==> src/rtl/dsi_frame_sequencer_pkg.sv <==
// Shared definitions for the DSI video-mode frame sequencer: data types,
// state encoding, field widths and the packet-field bundle.
package dsi_frame_sequencer_pkg;

   localparam int unsigned WC_W    = 16;
   localparam int unsigned CNT_W   = 16;
   localparam int unsigned LINE_W  = 13;
   localparam int unsigned HPIX_W  = 12;
   localparam int unsigned VLINE_W = 11;
   localparam int unsigned DT_W    = 6;

   localparam logic [DT_W-1:0] DT_VSS    = 6'h01;
   localparam logic [DT_W-1:0] DT_HSS    = 6'h21;
   localparam logic [DT_W-1:0] DT_BLANK  = 6'h19;
   localparam logic [DT_W-1:0] DT_RGB888 = 6'h3E;
   localparam logic [DT_W-1:0] DT_EOTP   = 6'h08;

   localparam logic [WC_W-1:0] EOTP_CMD  = 16'h0F0F;

   typedef enum logic [2:0] {
      ST_IDLE,
      ST_SYNC,
      ST_HBP,
      ST_ACT,
      ST_HFP,
      ST_VBL,
      ST_EOTP
   } seq_state_e;

   // Fields presented to the assembler for the packet in flight
   typedef struct packed {
      logic             islong;
      logic [DT_W-1:0]  dtype;
      logic [WC_W-1:0]  wcount;
      logic [WC_W-1:0]  command;
      logic             last;
   } pkt_fields_t;

   // RGB888 byte count for a pixel count (3 bytes per pixel, 16-bit wrap)
   function automatic logic [WC_W-1:0] pix_to_wc(input logic [WC_W-1:0] pix);
      return WC_W'(pix * WC_W'(3));
   endfunction

endpackage

==> src/rtl/dsi_frame_sequencer_beat_counter.sv <==
// Per-packet beat counter: loaded with header+payload beat count at packet
// start, decremented on each assembler strobe; flags header and last beat.
module dsi_frame_sequencer_beat_counter
   import dsi_frame_sequencer_pkg::*;
(
   input  logic             clk_i,
   input  logic             rst_n_i,
   input  logic             load_i,
   input  logic [CNT_W-1:0] beats_i,
   input  logic             dreq_i,
   output logic             hdr_o,
   output logic             last_o
);

   logic [CNT_W-1:0] cnt_q, cnt_d;
   logic             hdr_q, hdr_d;
   logic             last_q, last_d;

   // Next count: load wins over decrement; flags precomputed so outputs are registered
   always_comb begin
      cnt_d  = cnt_q;
      hdr_d  = hdr_q;
      last_d = last_q;
      if (load_i) begin
         cnt_d  = beats_i;
         hdr_d  = (beats_i != '0);
         last_d = (beats_i == CNT_W'(1));
      end else if (dreq_i && (cnt_q != '0)) begin
         cnt_d  = cnt_q - CNT_W'(1);
         hdr_d  = 1'b0;
         last_d = (cnt_q == CNT_W'(2));
      end
   end

   // Counter registers with synchronous active-low reset
   always_ff @(posedge clk_i) begin
      if (!rst_n_i) begin
         cnt_q  <= '0;
         hdr_q  <= 1'b0;
         last_q <= 1'b0;
      end else begin
         cnt_q  <= cnt_d;
         hdr_q  <= hdr_d;
         last_q <= last_d;
      end
   end

   assign hdr_o  = hdr_q;
   assign last_o = last_q;

endmodule

==> src/rtl/dsi_frame_sequencer.sv <==
// DSI video-mode packet scheduler (sync-event mode). Walks frame/line timing
// and presents one packet at a time to the packet assembler, forwarding
// pixel data during RGB888 payload beats.
// Build option: DSI_SEQ_EOTP_EN appends an EoTp short packet at frame end
// followed by one IDLE cycle; without it HS runs continuously across frames.
module dsi_frame_sequencer
   import dsi_frame_sequencer_pkg::*;
#(
   parameter int unsigned g_pixels_per_clock = 1
) (
   input  logic                            clk_i,
   input  logic                            rst_n_i,
   input  logic                            enable_i,
   input  logic [HPIX_W-1:0]               h_bp_i,
   input  logic [HPIX_W-1:0]               h_act_i,
   input  logic [HPIX_W-1:0]               h_fp_i,
   input  logic [VLINE_W-1:0]              v_bp_i,
   input  logic [VLINE_W-1:0]              v_act_i,
   input  logic [VLINE_W-1:0]              v_fp_i,
   output logic                            p_req_o,
   output logic                            p_islong_o,
   output logic [DT_W-1:0]                 p_type_o,
   output logic [WC_W-1:0]                 p_wcount_o,
   output logic [WC_W-1:0]                 p_command_o,
   output logic [24*g_pixels_per_clock-1:0] p_payload_o,
   output logic                            p_last_o,
   input  logic                            p_dreq_i,
   input  logic [24*g_pixels_per_clock-1:0] pix_i,
   output logic                            pix_dreq_o,
   output logic                            frame_start_o,
   output logic                            busy_o
);

   localparam int unsigned PIX_W = 24 * g_pixels_per_clock;

   seq_state_e        state_q, state_d;
   logic [LINE_W-1:0] line_q, line_d;
   pkt_fields_t       fld_q, fld_d, nxt_fld_c;
   logic [CNT_W-1:0]  nxt_beats_c;
   logic              req_q, req_d;
   logic              frame_start_q, frame_start_d;

   logic [HPIX_W-1:0]  h_bp_q, h_act_q, h_fp_q;
   logic [VLINE_W-1:0] v_bp_q, v_act_q, v_fp_q;

   logic              latch_c, load_c, done_c, line_end_c;
   logic              hdr_beat, last_beat;
   logic              active_line_c;
   logic [LINE_W-1:0] act_start_c, act_end_c, last_line_c;
   logic [WC_W-1:0]   bp_pix_c, act_pix_c, fp_pix_c, tot_pix_c;

   // Header plus one payload beat per g_pixels_per_clock pixels
   function automatic logic [CNT_W-1:0] long_beats(input logic [WC_W-1:0] pix);
      return CNT_W'(pix / WC_W'(g_pixels_per_clock)) + CNT_W'(1);
   endfunction

   assign bp_pix_c  = WC_W'(h_bp_q);
   assign act_pix_c = WC_W'(h_act_q);
   assign fp_pix_c  = WC_W'(h_fp_q);
   assign tot_pix_c = bp_pix_c + act_pix_c + fp_pix_c;

   assign act_start_c   = LINE_W'(v_bp_q);
   assign act_end_c     = act_start_c + LINE_W'(v_act_q);
   assign last_line_c   = act_end_c + LINE_W'(v_fp_q) - LINE_W'(1);
   assign active_line_c = (line_q >= act_start_c) && (line_q < act_end_c);

   assign done_c = (state_q != ST_IDLE) && p_dreq_i && last_beat;
   assign load_c = done_c || ((state_q == ST_IDLE) && enable_i);

   // Next-state / line sequencing; zero-length porches are skipped
   always_comb begin
      state_d       = state_q;
      line_d        = line_q;
      latch_c       = 1'b0;
      line_end_c    = 1'b0;
      frame_start_d = done_c && (state_q == ST_SYNC) && (line_q == '0);
      case (state_q)
         ST_IDLE: begin
            if (enable_i) begin
               latch_c = 1'b1;
               state_d = ST_SYNC;
               line_d  = '0;
            end
         end
         ST_SYNC: begin
            if (done_c) begin
               if (active_line_c) begin
                  if (bp_pix_c != '0)       state_d = ST_HBP;
                  else if (act_pix_c != '0) state_d = ST_ACT;
                  else if (fp_pix_c != '0)  state_d = ST_HFP;
                  else                      line_end_c = 1'b1;
               end else if (tot_pix_c != '0) begin
                  state_d = ST_VBL;
               end else begin
                  line_end_c = 1'b1;
               end
            end
         end
         ST_HBP: begin
            if (done_c) begin
               if (act_pix_c != '0)     state_d = ST_ACT;
               else if (fp_pix_c != '0) state_d = ST_HFP;
               else                     line_end_c = 1'b1;
            end
         end
         ST_ACT: begin
            if (done_c) begin
               if (fp_pix_c != '0) state_d = ST_HFP;
               else                line_end_c = 1'b1;
            end
         end
         ST_HFP, ST_VBL: begin
            if (done_c) line_end_c = 1'b1;
         end
         ST_EOTP: begin
            if (done_c) begin
               state_d = ST_IDLE;
               line_d  = '0;
            end
         end
         default: begin
            state_d = ST_IDLE;
            line_d  = '0;
         end
      endcase

      if (line_end_c) begin
         if (line_q == last_line_c) begin
`ifdef DSI_SEQ_EOTP_EN
            state_d = ST_EOTP;
`else
            line_d = '0;
            if (enable_i) begin
               latch_c = 1'b1;
               state_d = ST_SYNC;
            end else begin
               state_d = ST_IDLE;
            end
`endif
         end else begin
            line_d  = line_q + LINE_W'(1);
            state_d = ST_SYNC;
         end
      end
   end

   // Packet fields and beat count for the packet about to start
   always_comb begin
      nxt_fld_c   = '0;
      nxt_beats_c = '0;
      case (state_d)
         ST_SYNC: begin
            nxt_fld_c.dtype = (line_d == '0) ? DT_VSS : DT_HSS;
            nxt_beats_c     = CNT_W'(1);
         end
         ST_HBP: begin
            nxt_fld_c.islong = 1'b1;
            nxt_fld_c.dtype  = DT_BLANK;
            nxt_fld_c.wcount = pix_to_wc(bp_pix_c);
            nxt_beats_c      = long_beats(bp_pix_c);
         end
         ST_ACT: begin
            nxt_fld_c.islong = 1'b1;
            nxt_fld_c.dtype  = DT_RGB888;
            nxt_fld_c.wcount = pix_to_wc(act_pix_c);
            nxt_beats_c      = long_beats(act_pix_c);
         end
         ST_HFP: begin
            nxt_fld_c.islong = 1'b1;
            nxt_fld_c.dtype  = DT_BLANK;
            nxt_fld_c.wcount = pix_to_wc(fp_pix_c);
            nxt_beats_c      = long_beats(fp_pix_c);
         end
         ST_VBL: begin
            nxt_fld_c.islong = 1'b1;
            nxt_fld_c.dtype  = DT_BLANK;
            nxt_fld_c.wcount = pix_to_wc(tot_pix_c);
            nxt_beats_c      = long_beats(tot_pix_c);
         end
         ST_EOTP: begin
            nxt_fld_c.dtype   = DT_EOTP;
            nxt_fld_c.command = EOTP_CMD;
            nxt_fld_c.last    = 1'b1;
            nxt_beats_c       = CNT_W'(1);
         end
         default: begin
            nxt_fld_c   = '0;
            nxt_beats_c = '0;
         end
      endcase
   end

   // Fields only change at packet boundaries so they stay stable across beats
   always_comb begin
      fld_d = fld_q;
      req_d = req_q;
      if (load_c) begin
         fld_d = nxt_fld_c;
         req_d = (state_d != ST_IDLE);
      end
   end

   // State, line and output registers
   always_ff @(posedge clk_i) begin
      if (!rst_n_i) begin
         state_q       <= ST_IDLE;
         line_q        <= '0;
         fld_q         <= '0;
         req_q         <= 1'b0;
         frame_start_q <= 1'b0;
      end else begin
         state_q       <= state_d;
         line_q        <= line_d;
         fld_q         <= fld_d;
         req_q         <= req_d;
         frame_start_q <= frame_start_d;
      end
   end

   // Timing shadows: captured only at frame start so mid-frame edits are ignored
   always_ff @(posedge clk_i) begin
      if (!rst_n_i) begin
         h_bp_q  <= '0;
         h_act_q <= '0;
         h_fp_q  <= '0;
         v_bp_q  <= '0;
         v_act_q <= '0;
         v_fp_q  <= '0;
      end else if (latch_c) begin
         h_bp_q  <= h_bp_i;
         h_act_q <= h_act_i;
         h_fp_q  <= h_fp_i;
         v_bp_q  <= v_bp_i;
         v_act_q <= v_act_i;
         v_fp_q  <= v_fp_i;
      end
   end

   dsi_frame_sequencer_beat_counter u_beat_counter (
      .clk_i   (clk_i),
      .rst_n_i (rst_n_i),
      .load_i  (load_c),
      .beats_i (nxt_beats_c),
      .dreq_i  (p_dreq_i && (state_q != ST_IDLE)),
      .hdr_o   (hdr_beat),
      .last_o  (last_beat)
   );

   assign p_req_o       = req_q;
   assign busy_o        = req_q;
   assign p_islong_o    = fld_q.islong;
   assign p_type_o      = fld_q.dtype;
   assign p_wcount_o    = fld_q.wcount;
   assign p_command_o   = fld_q.command;
   assign p_last_o      = fld_q.last;
   assign frame_start_o = frame_start_q;

   // Pixel pop and payload pass-through track the assembler strobe within the beat
   assign pix_dreq_o  = (state_q == ST_ACT) && !hdr_beat && p_dreq_i;
   assign p_payload_o = ((state_q == ST_ACT) && !hdr_beat) ? pix_i : PIX_W'(0);

endmodule

==> config.mk <==
export PLATFORM = sky130hd
export DESIGN_NAME = dsi_frame_sequencer
export DESIGN_NICKNAME = d
export VERILOG_FILES = /design/src/rtl/dsi_frame_sequencer_pkg.sv /design/src/rtl/dsi_frame_sequencer_beat_counter.sv /design/src/rtl/dsi_frame_sequencer.sv
export SDC_FILE = /design/constraint.sdc
export NUM_CORES = 1
export LEC_CHECK = 0
export CAP_MARGIN = 40
export CORE_AREA = 2 2 149 151
export CTS_BUF_LIST = sky130_fd_sc_hd__clkbuf_8
export DETAILED_ROUTE_END_ITERATION = 12
export DIE_AREA = 0 0 151 153
export GPL_ROUTABILITY_DRIVEN = 0
export PLACE_DENSITY = 0.8
export SLEW_MARGIN = 10
export SYNTH_ARGS = -nofsm -noshare
export SYNTH_HDL_FRONTEND = slang
export SYNTH_SLANG_ARGS = --single-unit
export TNS_END_PERCENT = 20
==> constraint.sdc <==
create_clock -name clk_i -period 14.3 [get_ports clk_i]
set_input_delay 1.43 -clock clk_i [delete_from_list [all_inputs] [get_ports clk_i]]
set_output_delay 1.43 -clock clk_i [all_outputs]
set_load 0.1 [all_outputs]
==> results of run 1 <==
-- per-layer routing --
layer	up-vias	GRT usage
li1	5458	-
met1	5298	0.321
met2	479	0.539
met3	123	0.0567
met4	0	0.145
met5	-	0
-- cells in the final DEF (no fill, tap or decap), types with 7 or more instances in the layout --
master,Yosys,layout
sky130_fd_sc_hd__dfxtp_1,128,128
sky130_fd_sc_hd__o21bai_1,30,30
sky130_fd_sc_hd__clkdlybuf4s50_1,0,156
sky130_fd_sc_hd__buf_4,19,9
sky130_fd_sc_hd__nand3_1,40,40
sky130_fd_sc_hd__nor4_1,12,12
sky130_fd_sc_hd__xor2_1,35,35
sky130_fd_sc_hd__inv_1,138,138
sky130_fd_sc_hd__a21o_1,26,26
sky130_fd_sc_hd__a21boi_0,9,9
sky130_fd_sc_hd__or3_1,8,8
sky130_fd_sc_hd__nor3_1,24,22
sky130_fd_sc_hd__a22oi_1,22,22
sky130_fd_sc_hd__nand4_1,12,12
sky130_fd_sc_hd__a221oi_1,7,7
sky130_fd_sc_hd__conb_1,1,8
sky130_fd_sc_hd__a21oi_1,100,99
sky130_fd_sc_hd__fa_1,19,19
sky130_fd_sc_hd__and2_1,29,29
sky130_fd_sc_hd__mux2i_1,71,71
sky130_fd_sc_hd__nor2_1,141,141
sky130_fd_sc_hd__nand2_1,95,94
sky130_fd_sc_hd__nor2b_1,13,13
sky130_fd_sc_hd__o31ai_1,7,7
sky130_fd_sc_hd__ha_1,134,134
sky130_fd_sc_hd__buf_8,0,57
sky130_fd_sc_hd__o21ai_0,69,69
sky130_fd_sc_hd__nand2b_1,15,15
sky130_fd_sc_hd__xnor2_1,77,77
sky130_fd_sc_hd__and3_1,17,17
sky130_fd_sc_hd__clkbuf_8,0,19
sky130_fd_sc_hd__a211oi_1,17,17
-- tightest hold or removal path: stages, from the launching register on --
cell,delay (ns)
sky130_fd_sc_hd__dfxtp_1,0.32
sky130_fd_sc_hd__nand2_1,0.05
sky130_fd_sc_hd__nand2_1,0.04
-- cell families (layout without fill, tap and decap cells) --
kind of cell / Yosys count / count (layout)
AND/OR/NAND/NOR: 433 / 433
buffers and inverters: 221 / 399
AO/OA/AOI/OAI: 355 / 355
adder cells (fa/ha/maj): 153 / 153
multiplexers: 74 / 74
XOR/XNOR: 112 / 112
other: 1 / 8
flip-flops: 128 / 128
-- where the power goes --
group	internal (mW)	switching [mW]
Combinational	0.238	0.312
Sequential	0.378	0.0304
Clock	0.199	0.164
-- stage by stage --
stage / setup WS (ns) / hold WS [ns]
global placement: 6.14 / 0.434
finish: 5.60 / 0.448
global route: 4.90 / 0.476
detailed placement: 6.06 / 0.439
floorplan: 7.48 / 0.463
CTS: 5.77 / 0.453
-- final cells by class --
cell class	instances	area (sq um)
clock buffers	19	262
clock inverters	12	180
fillers	1690	6670
inverters	139	522
multi-input cells	1135	8300
flip-flops and latches	128	2560
well taps	280	350
repair buffers	229	2640
-- how the worst max path moves through the flow --
stage,startpoint,to,slack [ns],cells after the start
final,h_bp_q[1],u_beat_counter.hdr_o,5.60,32
after global routing,h_bp_q[1],u_beat_counter.hdr_o,4.90,33
after CTS,h_bp_q[1],u_beat_counter.hdr_o,5.77,32
after detailed placement,h_bp_q[1],u_beat_counter.hdr_o,6.06,33
after global placement,h_bp_q[1],u_beat_counter.hdr_o,6.14,31
after floorplan,h_bp_q[1],u_beat_counter.hdr_o,7.48,37
-- synthesized netlist by cell type, drive strengths merged (4+ instances only) --
cell      n  area (sq um)
a211oi   19           153
a221oi    7          61.3
o21a      6          46.3
and3     17           106
o221ai    5          43.8
buf      37           221
a22oi    22           165
fa       19           380
mux2i    71           711
nand2    95           357
a222oi    5          50.1
clkbuf   45           170
and2     29           181
a21o     26           195
dfxtp   128          2560
o21ai    75           390
nand3b    4          30.0
a22o      4          35.0
o21bai   30           225
nor4     13          87.6
or3       8          50.1
xnor2    77           674
a21boi    9          67.6
inv     139           522
a21oi   102           518
o211ai    7          57.6
o22ai     6          37.5
nor3     24           120
a31oi     4          25.0
or2       4          25.0
o31ai     7          52.6
nand3    40           200
nand4    12          75.1
xor2     35           307
nor2    141           529
nand4b    4          35.0
nand2b   15          93.8
nor2b    13          81.3
ha      134          1680
-- sequential cells by signal (all words and copies together), names as in the netlist, 5 cells and up --
signal / count
v_act_q: 11
h_bp_q: 12
v_bp_q: 11
v_fp_q: 11
h_act_q: 12
p_wcount_o: 16
h_fp_q: 12
line_q: 13
u_beat_counter.cnt_q: 16
p_type_o: 5
==> qor_table.md, run 1 <==
| Quantity | Value | Unit |
|:---|:---|:---|
| Status | finished clean | - |
| Layout cells sized above 1 | 0.0794 | - |
| Worst hold-check path type | flop to flop | - |
| Worst flop-to-flop path startpoint | h_bp_q[1] | - |
| Worst setup path class | flop to flop | - |
| Leakage | 6.61 | nW |
| Worst-margin pin slew | 0.826 | ns |
| Core Area | 21500 | sq um |
| Clock root buffer | sky130_fd_sc_hd__clkbuf_8 | - |
| Gate count after technology mapping | 1477 | - |
| Register bit count reported by yosys | 128 | - |
| Clk_skew | 0.0189 | ns |
| Worst Min Path Start | p_islong_o | - |
| Clock latency on the worst-skew pair | 0.47 | ns |
| Max Fanout on Critical Path | 22 | - |
| Netlist cell types | 76 | - |
| Post-route DRC violation count | 0 | - |
| I/O Pins | 165 | - |
| Vias in the first global route | 11200 | - |
| Die outline height | 153 | microns |
| Cell depth of the worst hold path | 2 | - |
| Count of cells resized by post-cts repair | 0 | - |
| Total power consumption of the routed design | 1.32 | mW |
| Slack of the worst reg-to-reg path | 5.60 | ns |
| # nets final | 1900 | - |
| Pin count of the biggest net entering global routing | 63 | - |
| Number of post-CTS setup repair buffers | 0 | - |
| Routed wl met3 | 2.27 | mm |
| Maximum count of clock buffers along a single path | 2 | - |
| Post-synthesis mux area share | 0.0636 | - |
| RSZ-0062 raised after global routing | no | - |
| Post-Synth Simple-Gate Area | 0.180 | - |
| Gr ovfl total | 0 | - |
| Non-filler cells, final | 1942 | - |
| Number of instances in the placed design | 1910 | - |
| Estimated wirelength of the detail-placed design | 26.0 | mm |
| Fmax | 0.115 | GHz |
| Total wirelength of the detailed-routed design | 34.0 | mm |
| Total die area | 23100 | sq um |
| Wire length on met2 | 17.4 | mm |
| Worst IR drop on VDD | 0.0000682 | V |
| Number of enable-type register cells in the synthesized netlist | 0 | - |
| Routed wire per std cell | 17.5 | microns |
| Netlist Area Pre-Place | 11700 | sq um |
| Post-detailed-route via-to-cell ratio | 5.85 | - |
| Combined global-route utilization of all metal layers | 0.295 | - |
| CP endpoint kind | flop | - |
| Main combinational cell family by area after synthesis | compound AO/OA/AOI/OAI gates | - |
| Share of synthesized area occupied by flip-flops and latches | 0.219 | - |
| First-iteration detailed-routing DRC count | 656 | - |
| Die outline width | 151 | microns |
| Most frequently used flop master after synthesis | sky130_fd_sc_hd__dfxtp_1 | - |
| Max-cap viol count | 0 | - |
| Design Area, Final | 14800 | sq um |
| Syn Area/Cell | 7.93 | sq um |
| Power per cell area | 89.1 | nW/um^2 |
| Antenna diode count | 0 | - |
| Final period util | 0.608 | - |
| Sum of routed wire segments on met1 | 12.8 | mm |
| DR vias | 11400 | - |
| Reg-to-reg endpoint | u_beat_counter.hdr_o | - |
| Number of hold buffers added after cts | 0 | - |
| CTS tree | yes | - |
| Post-Synth Adder-Cell Area | 0.176 | - |
| Worst hold endpoint | p_islong_o | - |
| Initial cell density of the core | 0.545 | - |
| Final critical delay including setup and external delays | 8.70 | ns |
| Clock-pin transition on the worst setup and hold timing paths | 0.09 | ns |
| Delay-heaviest family, CP | compound AO/OA/AOI/OAI gates | - |
| Nature of the critical path startpoint | flop | - |
| Initial antenna violation count | 0 | - |
| Worst r2r path cells | 32 | - |
| Tightest slew margin relative to the limit | 0.448 | - |
| # port buffers | 156 | - |
| Global-route wire length before repair | 54.4 | mm |
| Critical-path top delay cell | sky130_fd_sc_hd__a222oi_1 | - |
| Total iterations of the first detailed-routing run | 7 | - |
| Yosys warns | 0 | - |
| Number of setup violations in the final report | 0 | - |
| Cell Rows | 54 | - |
| Slowest cell delay on critical path | 0.74 | ns |
| Xor/xnor cell area share of the yosys netlist | 0.0838 | - |
| FFs w/ async S/R, synth | 0 | - |
| Data required time of the worst path | 14.66 | ns |
| Combined buffer and inverter count along the critical path | 4 | - |
| Placed cell area | 14400 | sq um |
| Final hold vios | 0 | - |
| Clock Sink Count | 128 | - |
| Count of final max-slew check failures | 0 | - |
| Final-layout setup total negative slack | 0 | ns |
| Highest routing layer actually used | met4 | - |
| Clock buffer count from CTS | 17 | - |
| Number of antenna-violating nets in the routed design | 0 | - |
| Number of levels in the clock H-tree | 4 | - |
| Final standard cell utilization of the core | 0.690 | - |
| Share of the synthesized area in compound gates (AO/OA/AOI/OAI) | 0.200 | - |
| Layout area overhead | 26.5 | % |
| Arrival time of the worst setup path | 9.05 | ns |
No activity file was read; power rests on OpenSTA's default activity.
==> run 2, diff against run 1 <==
==> constraint.sdc (replaced) <==
create_clock -name clk_i -period 8.8 [get_ports clk_i]
set_input_delay 0.88 -clock clk_i [delete_from_list [all_inputs] [get_ports clk_i]]
set_output_delay 0.88 -clock clk_i [all_outputs]
set_load 0.1 [all_outputs]
==> qor_table.md, run 2 (synthesized netlist as in run 1, its figures left out) <==
| Quantity | Value | Unit | Change |
|:---|:---|:---|:---|
| Status | finished clean | - |  |
| Fmax | 0.121 | GHz | +5.6% |
| Arrival time of the worst setup path | 8.58 | ns | -0.47 ns |
| Final-layout setup total negative slack | 0 | ns | unchanged |
| Initial antenna violation count | 0 | - | unchanged |
| Power per cell area | 137 | nW/um^2 | +54% |
| Number of levels in the clock H-tree | 4 | - | unchanged |
| Total wirelength of the detailed-routed design | 32.9 | mm | -3.3% |
| Worst slack on hold paths | 0.447 | ns | -0.000976 ns |
| Count of cells resized by post-cts repair | 0 | - | unchanged |
| Clock-pin transition on the worst setup and hold timing paths | 0.08 | ns | about the same |
| Estimated wirelength of the detail-placed design | 25.8 | mm | -0.78% |
| Core Area | 21500 | sq um | unchanged |
| Maximum count of clock buffers along a single path | 2 | - | unchanged |
| Critical-path top delay cell | sky130_fd_sc_hd__a222oi_1 | - |  |
| Most common cell after layout, fill and taps aside | sky130_fd_sc_hd__clkdlybuf4s50_1 | - |  |
| RSZ-0062 raised after global routing | no | - |  |
| Number of instances in the placed design | 1913 | - | +0.16% |
| Die outline height | 153 | microns | unchanged |
| Wire length on met2 | 16.6 | mm | -4.4% |
| Tightest slew margin relative to the limit | 0.475 | - | +0.0269 |
| Clock buffer count from CTS | 17 | - | unchanged |
| Clk_skew | 0.0172 | ns | -0.00165 ns |
| Sum of routed wire segments on met1 | 12.7 | mm | -0.52% |
| Max Fanout on Critical Path | 15 | - | -32% |
| # nets final | 1902 | - | +0.11% |
| Number of setup violations in the final report | 0 | - | unchanged |
| Final critical-path setup slack | 0.561 | ns | -5.04 ns |
| Worst IR drop on VDD | 0.0000935 | V | +37% |
| Routed wl met3 | 1.97 | mm | -13% |
| Post-detailed-route via-to-cell ratio | 5.78 | - | -1.1% |
| Number of hold buffers added after cts | 0 | - | unchanged |
| Layout cells sized above 1 | 0.0787 | - | -0.000696 |
| First-iteration detailed-routing DRC count | 740 | - | +13% |
| Vias in the first global route | 11100 | - | -0.90% |
| Antenna diode count | 0 | - | unchanged |
| Final hold vios | 0 | - | unchanged |
| Pin count of the biggest net entering global routing | 64 | - | +1.6% |
| Non-filler cells, final | 1944 | - | +0.10% |
| Post-route DRC violation count | 0 | - | unchanged |
| I/O Pins | 165 | - | unchanged |
| Highest routing layer actually used | met4 | - |  |
| CP endpoint kind | flop | - |  |
| Total die area | 23100 | sq um | unchanged |
| Data required time of the worst path | 9.14 | ns | -5.52 ns |
| Clock latency on the worst-skew pair | 0.46 | ns | about the same |
| Final standard cell utilization of the core | 0.684 | - | -0.00507 |
| Clock Sink Count | 128 | - | unchanged |
| Global-route wire length before repair | 53.3 | mm | -2.0% |
| Number of post-CTS setup repair buffers | 0 | - | unchanged |
| CTS tree | yes | - |  |
| Total power consumption of the routed design | 2.02 | mW | +53% |
| Die outline width | 151 | microns | unchanged |
| Number of antenna-violating nets in the routed design | 0 | - | unchanged |
| Cell Rows | 54 | - | unchanged |
| Max-cap viol count | 0 | - | unchanged |
| # port buffers | 156 | - | unchanged |
| Worst setup path class | flop to flop | - |  |
| Worst hold-check path type | flop to flop | - |  |
| Initial cell density of the core | 0.545 | - | unchanged |
| Layout area overhead | 25.6 | % |  |
| Clock root buffer | sky130_fd_sc_hd__clkbuf_8 | - |  |
| Worst-margin pin slew | 0.786 | ns | -0.0402 ns |
| Final critical delay including setup and external delays | 8.24 | ns | -0.459 ns |
| Nature of the critical path startpoint | flop | - |  |
| Routed wire per std cell | 16.9 | microns | -3.4% |
| Gr ovfl total | 0 | - | unchanged |
| Total iterations of the first detailed-routing run | 5 | - | -2 |
| Design Area, Final | 14700 | sq um | -0.74% |
| Worst setup slack before clock tree synthesis | 0.849 | ns | -5.21 ns |
| DR vias | 11200 | - | -0.99% |
| Count of final max-slew check failures | 0 | - | unchanged |
| Final period util | 0.936 | - | +0.328 |
| Placed cell area | 14400 | sq um | about the same |
| Most used cells in the layout excluding fill and tap cells | 156 x sky130_fd_sc_hd__clkdlybuf4s50_1, 141 x sky130_fd_sc_hd__inv_1, 141 x sky130_fd_sc_hd__nor2_1, 134 x sky130_fd_sc_hd__ha_1, 128 x sky130_fd_sc_hd__dfxtp_1 | - |  |
| Combined global-route utilization of all metal layers | 0.286 | - | -0.00828 |
| Slowest cell delay on critical path | 0.71 | ns | -0.03 ns |
| Leakage | 6.59 | nW | -0.41% |
run 2: layout make-up:
type / count / area, sq um
clock buffer: 17 / 234
clock inverter: 14 / 105
fill: 1739 / 6780
inverter: 139 / 522
multi-input combinational: 1135 / 8300
sequential: 128 / 2560
tap: 280 / 350
timing repair buffer: 231 / 2630
run 2: path summary, 6_finish.rpt:
kind | from | to | slack, ns | cells past startpoint
worst max-delay path | h_bp_q[1] | u_beat_counter.hdr_o | 0.56 | 32
worst min-delay path | p_islong_o | p_islong_o | 0.45 | 2
worst max register to register | h_bp_q[1] | u_beat_counter.hdr_o | 0.56 | 32
worst min register to register | p_islong_o | p_islong_o | 0.45 | 2
run 2: layer usage:
layer	vias to the layer above	track usage
met1	5234	0.317
met2	430	0.522
met4	0	0.140
met3	108	0.0484
met5	-	0
li1	5473	-
run 2: worst max-delay path, delay by kind of cell, from the launching register on:
kind	cells	cell delay, ns
adders and majority gates	4	1.17
AOI/OAI and AO/OA	13	3.66
and+or+nand+nor	10	2.17
buffers and inverters	4	0.49
muxes	1	0.13
DFF	1	0.48
run 2: where the power goes:
group | internal (mW) | switching (mW) | leakage [nW]
Sequential | 0.614 | 0.0498 | 1.05
Clock | 0.216 | 0.254 | 0.188
Combinational | 0.386 | 0.500 | 5.35
==> run 3, diff against run 2 <==
--- a/config.mk
+++ b/config.mk
@@ -5,6 +5,7 @@
 export SDC_FILE = /design/constraint.sdc
 export NUM_CORES = 1
 export LEC_CHECK = 0
+export ABC_CLOCK_PERIOD_IN_PS = 8800
 export CAP_MARGIN = 40
 export CORE_AREA = 2 2 149 151
 export CTS_BUF_LIST = sky130_fd_sc_hd__clkbuf_8
==> results of run 3 <==
The final DEF is identical to that of run 2; final timing and power are the same.
